<file path="config.mk">
export PLATFORM = sky130hd
export DESIGN_NAME = fetch_unit_flat
export DESIGN_NICKNAME = d
export VERILOG_FILES = /design/src/rtl/fetch_unit_pkg.sv /design/src/rtl/fetch_unit_if.sv /design/src/rtl/fetch_unit_next_pc.sv /design/src/rtl/fetch_unit.sv /design/src/flat_wrapper.sv
export SDC_FILE = /design/constraint.sdc
export NUM_CORES = 1
export LEC_CHECK = 0
export CAP_MARGIN = 20
export CORE_MARGIN = 4
export CORE_UTILIZATION = 30
export CTS_BUF_LIST = sky130_fd_sc_hd__clkbuf_4 sky130_fd_sc_hd__clkbuf_8 sky130_fd_sc_hd__clkbuf_16
export DETAILED_ROUTE_END_ITERATION = 6
export GPL_ROUTABILITY_DRIVEN = 0
export SETUP_SLACK_MARGIN = 0.02
export SKIP_CTS_REPAIR_TIMING = 1
export SYNTH_ARGS = -nofsm -noshare
export SYNTH_HDL_FRONTEND = slang
export SYNTH_SLANG_ARGS = --single-unit
</file>
<file path="constraint.sdc">
create_clock -name clk -period 4.55 [get_ports clk]
set_clock_uncertainty 0.15 [all_clocks]
set_input_delay 0.6825 -clock clk [delete_from_list [all_inputs] [get_ports clk]]
set_output_delay 0.6825 -clock clk [all_outputs]
set_load 0.02 [all_outputs]
</file>
<file path="src/rtl/fetch_unit_pkg.sv">
// Shared definitions for the instruction-fetch stage: opcode/funct encodings,
// the NOP word and the fetch-state enum.
package fetch_unit_pkg;

  localparam logic [5:0] OP_RTYPE = 6'h00;
  localparam logic [5:0] OP_J     = 6'h02;
  localparam logic [5:0] OP_JAL   = 6'h03;
  localparam logic [5:0] OP_BNE   = 6'h05;
  localparam logic [5:0] OP_XORI  = 6'h0E;
  localparam logic [5:0] OP_LW    = 6'h23;
  localparam logic [5:0] OP_SW    = 6'h2B;

  localparam logic [5:0] FN_JR      = 6'h08;
  localparam logic [5:0] FN_SYSCALL = 6'h0C;
  localparam logic [5:0] FN_ADD     = 6'h20;
  localparam logic [5:0] FN_SUB     = 6'h22;
  localparam logic [5:0] FN_SLT     = 6'h2A;

  localparam logic [31:0] NOP_WORD = 32'h0000_0000;

  typedef enum logic [1:0] {
    ST_BOOT,
    ST_RUN,
    ST_HALT
  } fetch_state_e;

  function automatic logic is_syscall(input logic [31:0] instr);
    return (instr[31:26] == OP_RTYPE) && (instr[5:0] == FN_SYSCALL);
  endfunction

endpackage

</file>
<file path="src/rtl/fetch_unit_if.sv">
// Fetch-stage bundle: instruction-memory bus, decoder/hazard controls and the
// IF/ID register outputs. master = fetch unit, slave = surrounding pipeline.
interface fetch_unit_if;
  logic        stall;
  logic        Jump;
  logic        JumpSel;
  logic        Branch;
  logic        zero;
  logic [31:0] rs_data;
  logic [31:0] imem_addr;
  logic [31:0] imem_data;
  logic [31:0] pc;
  logic [31:0] id_instr;
  logic [31:0] id_pc_plus4;
  logic [5:0]  opcode;
  logic [5:0]  funct;
  logic        id_valid;
  logic        halted;

  modport master (
    input  stall, Jump, JumpSel, Branch, zero, rs_data, imem_data,
    output imem_addr, pc, id_instr, id_pc_plus4, opcode, funct, id_valid, halted
  );

  modport slave (
    output stall, Jump, JumpSel, Branch, zero, rs_data, imem_data,
    input  imem_addr, pc, id_instr, id_pc_plus4, opcode, funct, id_valid, halted
  );
endinterface

</file>
<file path="src/rtl/fetch_unit_next_pc.sv">
// Combinational next-PC logic: sequential PC+4 plus the J/JAL, JR and BNE
// redirect targets and the redirect decision for the instruction in ID.
module fetch_unit_next_pc (
  input  logic [31:0] pc,
  input  logic [25:0] id_instr_idx,
  input  logic [31:0] id_pc_plus4,
  input  logic [31:0] rs_data,
  input  logic        id_valid,
  input  logic        jump,
  input  logic        jump_sel,
  input  logic        branch,
  input  logic        zero,
  output logic [31:0] seq_pc,
  output logic [31:0] target,
  output logic        redirect
);

  logic [31:0] j_target;
  logic [31:0] br_target;

  assign seq_pc    = pc + 32'd4;
  assign j_target  = {id_pc_plus4[31:28], id_instr_idx, 2'b00};
  // Immediate sits in the low 16 bits of the index field for I-type words.
  assign br_target = id_pc_plus4 + {{14{id_instr_idx[15]}}, id_instr_idx[15:0], 2'b00};

  // A bubble in ID must never redirect, whatever the decoder lines say.
  assign redirect = id_valid & (jump | (branch & ~zero));

  always_comb begin
    target = br_target;
    if (jump) target = jump_sel ? rs_data : j_target;
  end

endmodule

</file>
<file path="src/rtl/fetch_unit.sv">
// Instruction-fetch stage: PC register, IF/ID register and BOOT/RUN/HALT
// control, redirected by jumps and taken BNEs from the decoder.
module fetch_unit
  import fetch_unit_pkg::*;
#(
  parameter logic [31:0] RESET_PC = 32'h0000_0000,
  parameter logic [31:0] NOP_WORD = fetch_unit_pkg::NOP_WORD
) (
  input logic          clk,
  input logic          reset,
  fetch_unit_if.master bus
);

  fetch_state_e state_q, state_d;
  logic [31:0]  pc_q, pc_d;
  logic [31:0]  instr_q, instr_d;
  logic [31:0]  pp4_q, pp4_d;
  logic         valid_q, valid_d;

  logic [31:0]  seq_pc;
  logic [31:0]  target;
  logic         redirect;

  fetch_unit_next_pc u_next_pc (
    .pc           (pc_q),
    .id_instr_idx (instr_q[25:0]),
    .id_pc_plus4  (pp4_q),
    .rs_data      (bus.rs_data),
    .id_valid     (valid_q),
    .jump         (bus.Jump),
    .jump_sel     (bus.JumpSel),
    .branch       (bus.Branch),
    .zero         (bus.zero),
    .seq_pc       (seq_pc),
    .target       (target),
    .redirect     (redirect)
  );

  // NOTE: state registers use non-blocking assignments so every flop samples
  // the values from before the edge, independent of statement order.
  always_ff @(posedge clk or posedge reset) begin
    if (reset) begin
      state_q <= ST_BOOT;
      pc_q    <= RESET_PC;
      instr_q <= NOP_WORD;
      pp4_q   <= 32'h0000_0000;
      valid_q <= 1'b0;
    end else begin
      state_q <= state_d;
      pc_q    <= pc_d;
      instr_q <= instr_d;
      pp4_q   <= pp4_d;
      valid_q <= valid_d;
    end
  end

  always_comb begin
    // NOTE: every output gets a hold default first, so no path leaves a
    // variable unassigned and no latch is inferred.
    state_d = state_q;
    pc_d    = pc_q;
    instr_d = instr_q;
    pp4_d   = pp4_q;
    valid_d = valid_q;

    unique case (state_q)
      ST_BOOT: begin
        instr_d = NOP_WORD;
        valid_d = 1'b0;
        state_d = ST_RUN;
      end
      ST_RUN: begin
        if (redirect) begin
          // Redirect outranks stall: the wrong-path word is flushed either way.
          pc_d    = target;
          instr_d = NOP_WORD;
          valid_d = 1'b0;
        end else if (valid_q && is_syscall(instr_q)) begin
          state_d = ST_HALT;
          instr_d = NOP_WORD;
          valid_d = 1'b0;
        end else if (!bus.stall) begin
          pc_d    = seq_pc;
          instr_d = bus.imem_data;
          pp4_d   = seq_pc;
          valid_d = 1'b1;
        end
      end
      ST_HALT: begin
      end
      default: begin
        state_d = ST_HALT;
      end
    endcase
  end

  assign bus.imem_addr   = pc_q;
  assign bus.pc          = pc_q;
  assign bus.id_instr    = instr_q;
  assign bus.id_pc_plus4 = pp4_q;
  assign bus.opcode      = instr_q[31:26];
  assign bus.funct       = instr_q[5:0];
  assign bus.id_valid    = valid_q;
  assign bus.halted      = (state_q == ST_HALT);

endmodule

</file>
<file path="src/flat_wrapper.sv">
// flat-port wrapper written by rule: the top's interface ports become plain ports
module fetch_unit_flat import fetch_unit_pkg::*;
#(
  parameter logic [31:0] RESET_PC = 32'h0000_0000,
  parameter logic [31:0] NOP_WORD = fetch_unit_pkg::NOP_WORD
)
  (clk, reset, bus_stall, bus_Jump, bus_JumpSel, bus_Branch, bus_zero, bus_rs_data, bus_imem_data, bus_imem_addr, bus_pc, bus_id_instr, bus_id_pc_plus4, bus_opcode, bus_funct, bus_id_valid, bus_halted);
  fetch_unit_if bus_i ();
  input logic clk;
  input logic reset;
  input wire logic [$bits(bus_i.stall)-1:0] bus_stall;
  input wire logic [$bits(bus_i.Jump)-1:0] bus_Jump;
  input wire logic [$bits(bus_i.JumpSel)-1:0] bus_JumpSel;
  input wire logic [$bits(bus_i.Branch)-1:0] bus_Branch;
  input wire logic [$bits(bus_i.zero)-1:0] bus_zero;
  input wire logic [$bits(bus_i.rs_data)-1:0] bus_rs_data;
  input wire logic [$bits(bus_i.imem_data)-1:0] bus_imem_data;
  output wire logic [$bits(bus_i.imem_addr)-1:0] bus_imem_addr;
  output wire logic [$bits(bus_i.pc)-1:0] bus_pc;
  output wire logic [$bits(bus_i.id_instr)-1:0] bus_id_instr;
  output wire logic [$bits(bus_i.id_pc_plus4)-1:0] bus_id_pc_plus4;
  output wire logic [$bits(bus_i.opcode)-1:0] bus_opcode;
  output wire logic [$bits(bus_i.funct)-1:0] bus_funct;
  output wire logic [$bits(bus_i.id_valid)-1:0] bus_id_valid;
  output wire logic [$bits(bus_i.halted)-1:0] bus_halted;
  assign bus_i.stall = bus_stall;
  assign bus_i.Jump = bus_Jump;
  assign bus_i.JumpSel = bus_JumpSel;
  assign bus_i.Branch = bus_Branch;
  assign bus_i.zero = bus_zero;
  assign bus_i.rs_data = bus_rs_data;
  assign bus_i.imem_data = bus_imem_data;
  assign bus_imem_addr = bus_i.imem_addr;
  assign bus_pc = bus_i.pc;
  assign bus_id_instr = bus_i.id_instr;
  assign bus_id_pc_plus4 = bus_i.id_pc_plus4;
  assign bus_opcode = bus_i.opcode;
  assign bus_funct = bus_i.funct;
  assign bus_id_valid = bus_i.id_valid;
  assign bus_halted = bus_i.halted;
  fetch_unit #(.RESET_PC(RESET_PC), .NOP_WORD(NOP_WORD)) u_core (.clk(clk), .reset(reset), .bus(bus_i));
endmodule
</file>
==> run_results.csv <==
group,metric,value,unit
status,status,"completed",
placement,dp_cells,1323,
critical_path,cp_slowest_stage_delay,0.47,ns
critical_path,cpLargestDelayFamily,"compound AO/OA/AOI/OAI gates",
power,power.leakage,3.98,nW
global_route,grt-ovfl-total,0,
route,vias,7132,
hold_path,min_path_type,"reg -> reg",
synth,syn-num-nets,975,
power,power_density,820,nW/µm²
flow_run,maxCapViolCount,0,
critical_path,regToRegStartpoint,"u_core.bus.id_instr[0]$_DFFE_PP0P_",
hold_path,hold_depth,1,
global_route,met3_usage,3.59,%
power,peakVddDrop,0.000378,V
layout,area_growth,32.8,%
placement,place_area,9440,µm²
layout,layout_common_cells,"211 x clkdlybuf4s50_1, 113 x nand2_1, 99 x dfrtp_1",
global_route,grt_pass1_wl,40.2,mm
critical_path,path_class,"reg -> reg",
synth,synth-adder-area-share,5.39,%
floorplanning,initial_utilization,30.9,%
global_route,grtUsageTotal,19.1,%
sta,setup_viol,0,
critical_path,timing.rr.end,"u_core.bus.imem_addr[28]$_DFFE_PP0P_",
critical_path,required,4.63,ns
synth,ys_types,73,
sta,tightest_slew,0.806,ns
cts,clock_path_buffers,2,
layout,stdcell_area,9750,µm²
layout,fin_cells,1337,
sta,slew_headroom,46.2,%
layout,final_util,41.0,%
hold_path,min_delay_worst_endpoint,"u_core.state_q[0]$_DFFE_PP0P_",
floorplanning,fp-row-count,56,
layout,drive_gt1_share,5.30,%
floorplanning,die_w,164,µm
critical_path,end_kind,"flop",
placement,place.port_buffers,212,
synth,async_flop_share,100,%
sta,report.final.slew_viol_count,0,
critical_path,r2r_cells,9,
floorplanning,core_area,23800,µm²
global_route,antenna_found_initial,0,
critical_path,critical_path_buf_inv_count,0,
layout,final_common_cell,"clkdlybuf4s50_1",
cts,cts_tree,"built",
layout,diodes,0,
synth,yosysWarnings,0,
synth,syn_area_per_cell,8.41,µm²
sta,tns,0,ns
floorplanning,pin_count,213,
critical_path,cp_common_cell,"a21oi_1",
synth,synth-edff-count,0,
cts,htree_num_levels,3,
route,vias_per_cell,5.33,
sta,worst_hold_slack,0.352,ns
hold_path,hp-start,"u_core.state_q[1]$_DFFE_PP0P_",
route,drt_iter0_drc,553,
cts,cts.root.buffer_cell,"clkbuf_16",
layout,final_net_count,1117,
global_route,met1_usage,25.9,%
synth,synth_xor_area_share,6.08,%
floorplanning,die_h,164,µm
cts,cts_inserted_buffers,9,
cts,clk_pin_slew,0.07,ns
global_route,grt_max_degree,61,
route,drc,0,
sta,layout_min_cycle_time,3.17,ns
cts,clock_latency,0.36,ns
route,ant_nets,0,
sta,rsz0062_at_grt,"false",
global_route,gr-usage-met2,31.1,%
sta,fin_crit_sh,69.7,%
global_route,grt_pass1_vias,6928,
synth,synth_top_family_by_area,"compound AO/OA/AOI/OAI gates",
critical_path,crit_chain,"ha_1, fa_1, a21oi_1, o211ai_1, a22oi_1, a21oi_1, a31oi_1, xor2_1, o21ai_1",
synth,synth_compound_area_share,25.7,%
critical_path,worstPathArrival,3.25,ns
route,routed_wl,26.1,mm
synth,synth-seq-area-share,33.7,%
critical_path,timing.reg2reg.setup_slack,1.38,ns
route,routedWlPerCell,19.5,µm
sta,max_freq,0.315,GHz
route,drt_pre_antenna_iters,5,
critical_path,crit_slowest_cell,"dfrtp_1",
critical_path,crit_fanout,6,
synth,ys_seq_elements,99,
global_route,busiest_layer,"met2",
floorplanning,die-area,27000,µm²
synth,netlist_instances,873,
layout,fillerInstances,2360,
placement,dpl.hpwl,19.9,mm
synth,ys.flop_type,"dfrtp_1",
synth,synthSimpleGateAreaFrac,17.5,%
sta,hold_viol,0,
cts,cts_sinks,99,
critical_path,start_kind,"flop",
synth,netlist_area,7340,µm²
synth,muxShareOfSynthArea,3.61,%
-- registers in the layout, summed over array words and instances (netlist names) --
name and count:
u_core.bus.id_instr 32, u_core.bus.id_pc_plus4 32, u_core.bus.id_valid 1, u_core.bus.imem_addr 32, u_core.state_q 2
-- worst max path at each step --
stage | cells past startpoint | end | slack [ns] | from
2_1_floorplan | 1 | u_core.bus.id_instr[0]$_DFFE_PP0P_ | 1.13 | reset
3_3_place_gp | 6 | u_core.bus.imem_addr[14]$_DFFE_PP0P_ | 1.13 | bus_Branch
3_5_place_dp | 6 | u_core.bus.imem_addr[9]$_DFFE_PP0P_ | 1.04 | bus_Branch
4_1_cts | 9 | u_core.bus.imem_addr[28]$_DFFE_PP0P_ | 1.42 | u_core.bus.id_instr[0]$_DFFE_PP0P_
5_1_grt | 8 | u_core.bus.imem_addr[15]$_DFFE_PP0P_ | 1.21 | bus_Branch
6_report | 9 | u_core.bus.imem_addr[28]$_DFFE_PP0P_ | 1.38 | u_core.bus.id_instr[0]$_DFFE_PP0P_
-- Yosys cell counts (27+ instances only) --
cell / instances / share of area [%]
a21oi_1: 74 / 5.0
nand3_1: 27 / 1.8
nand2_1: 113 / 5.8
xnor2_1: 29 / 3.5
a22o_1: 32 / 3.8
buf_4: 47 / 4.8
nor2_1: 59 / 3.0
clkbuf_1: 38 / 1.9
dfrtp_1: 99 / 34
o21ai_0: 75 / 5.1
ha_1: 30 / 5.1
-- power breakdown --
part	switching, mW	internal [mW]
logic	2.97	2.23
registers	0.687	1.29
clock network	0.345	0.465
total	4.01	3.99
-- metrics by stage --
| stage | power (mW) | setup slack, ns |
|---|---|---|
| after floorplan | 5.23 | 1.13 |
| after global placement | 7.14 | 1.13 |
| after detailed placement | 7.18 | 1.04 |
| after CTS | 8.01 | 1.42 |
| after global routing | 8.55 | 1.21 |
| final | 7.99 | 1.38 |
-- metal layers --
layer	wire, µm	vias to the layer above	part of all wire [%]
li1	-	3429	-
met1	11400	3388	44
met3	1820	34	7.0
met5	0	-	0
met2	12300	281	47
met4	607	0	2.3
-- cells by family after synthesis --
kind of cell    Yosys count
xor+xnor                 51
simple gates            269
mux                      26
compound gates          292
fa+ha+maj                31
flops                    99
buf+inv                 105
-- area by class of cell --
type                       count  area [µm²]  share of cell area (%)
tap                          319         399                    4.10
sequential                    99        2480                    25.4
inverter                      11        43.8                   0.449
multi-input combinational    669        4300                    44.1
clock inverter                 2        35.0                   0.359
timing repair buffer         225        2230                    22.9
clock buffer                  12         267                    2.73
Power figures use the tool's default switching activity.
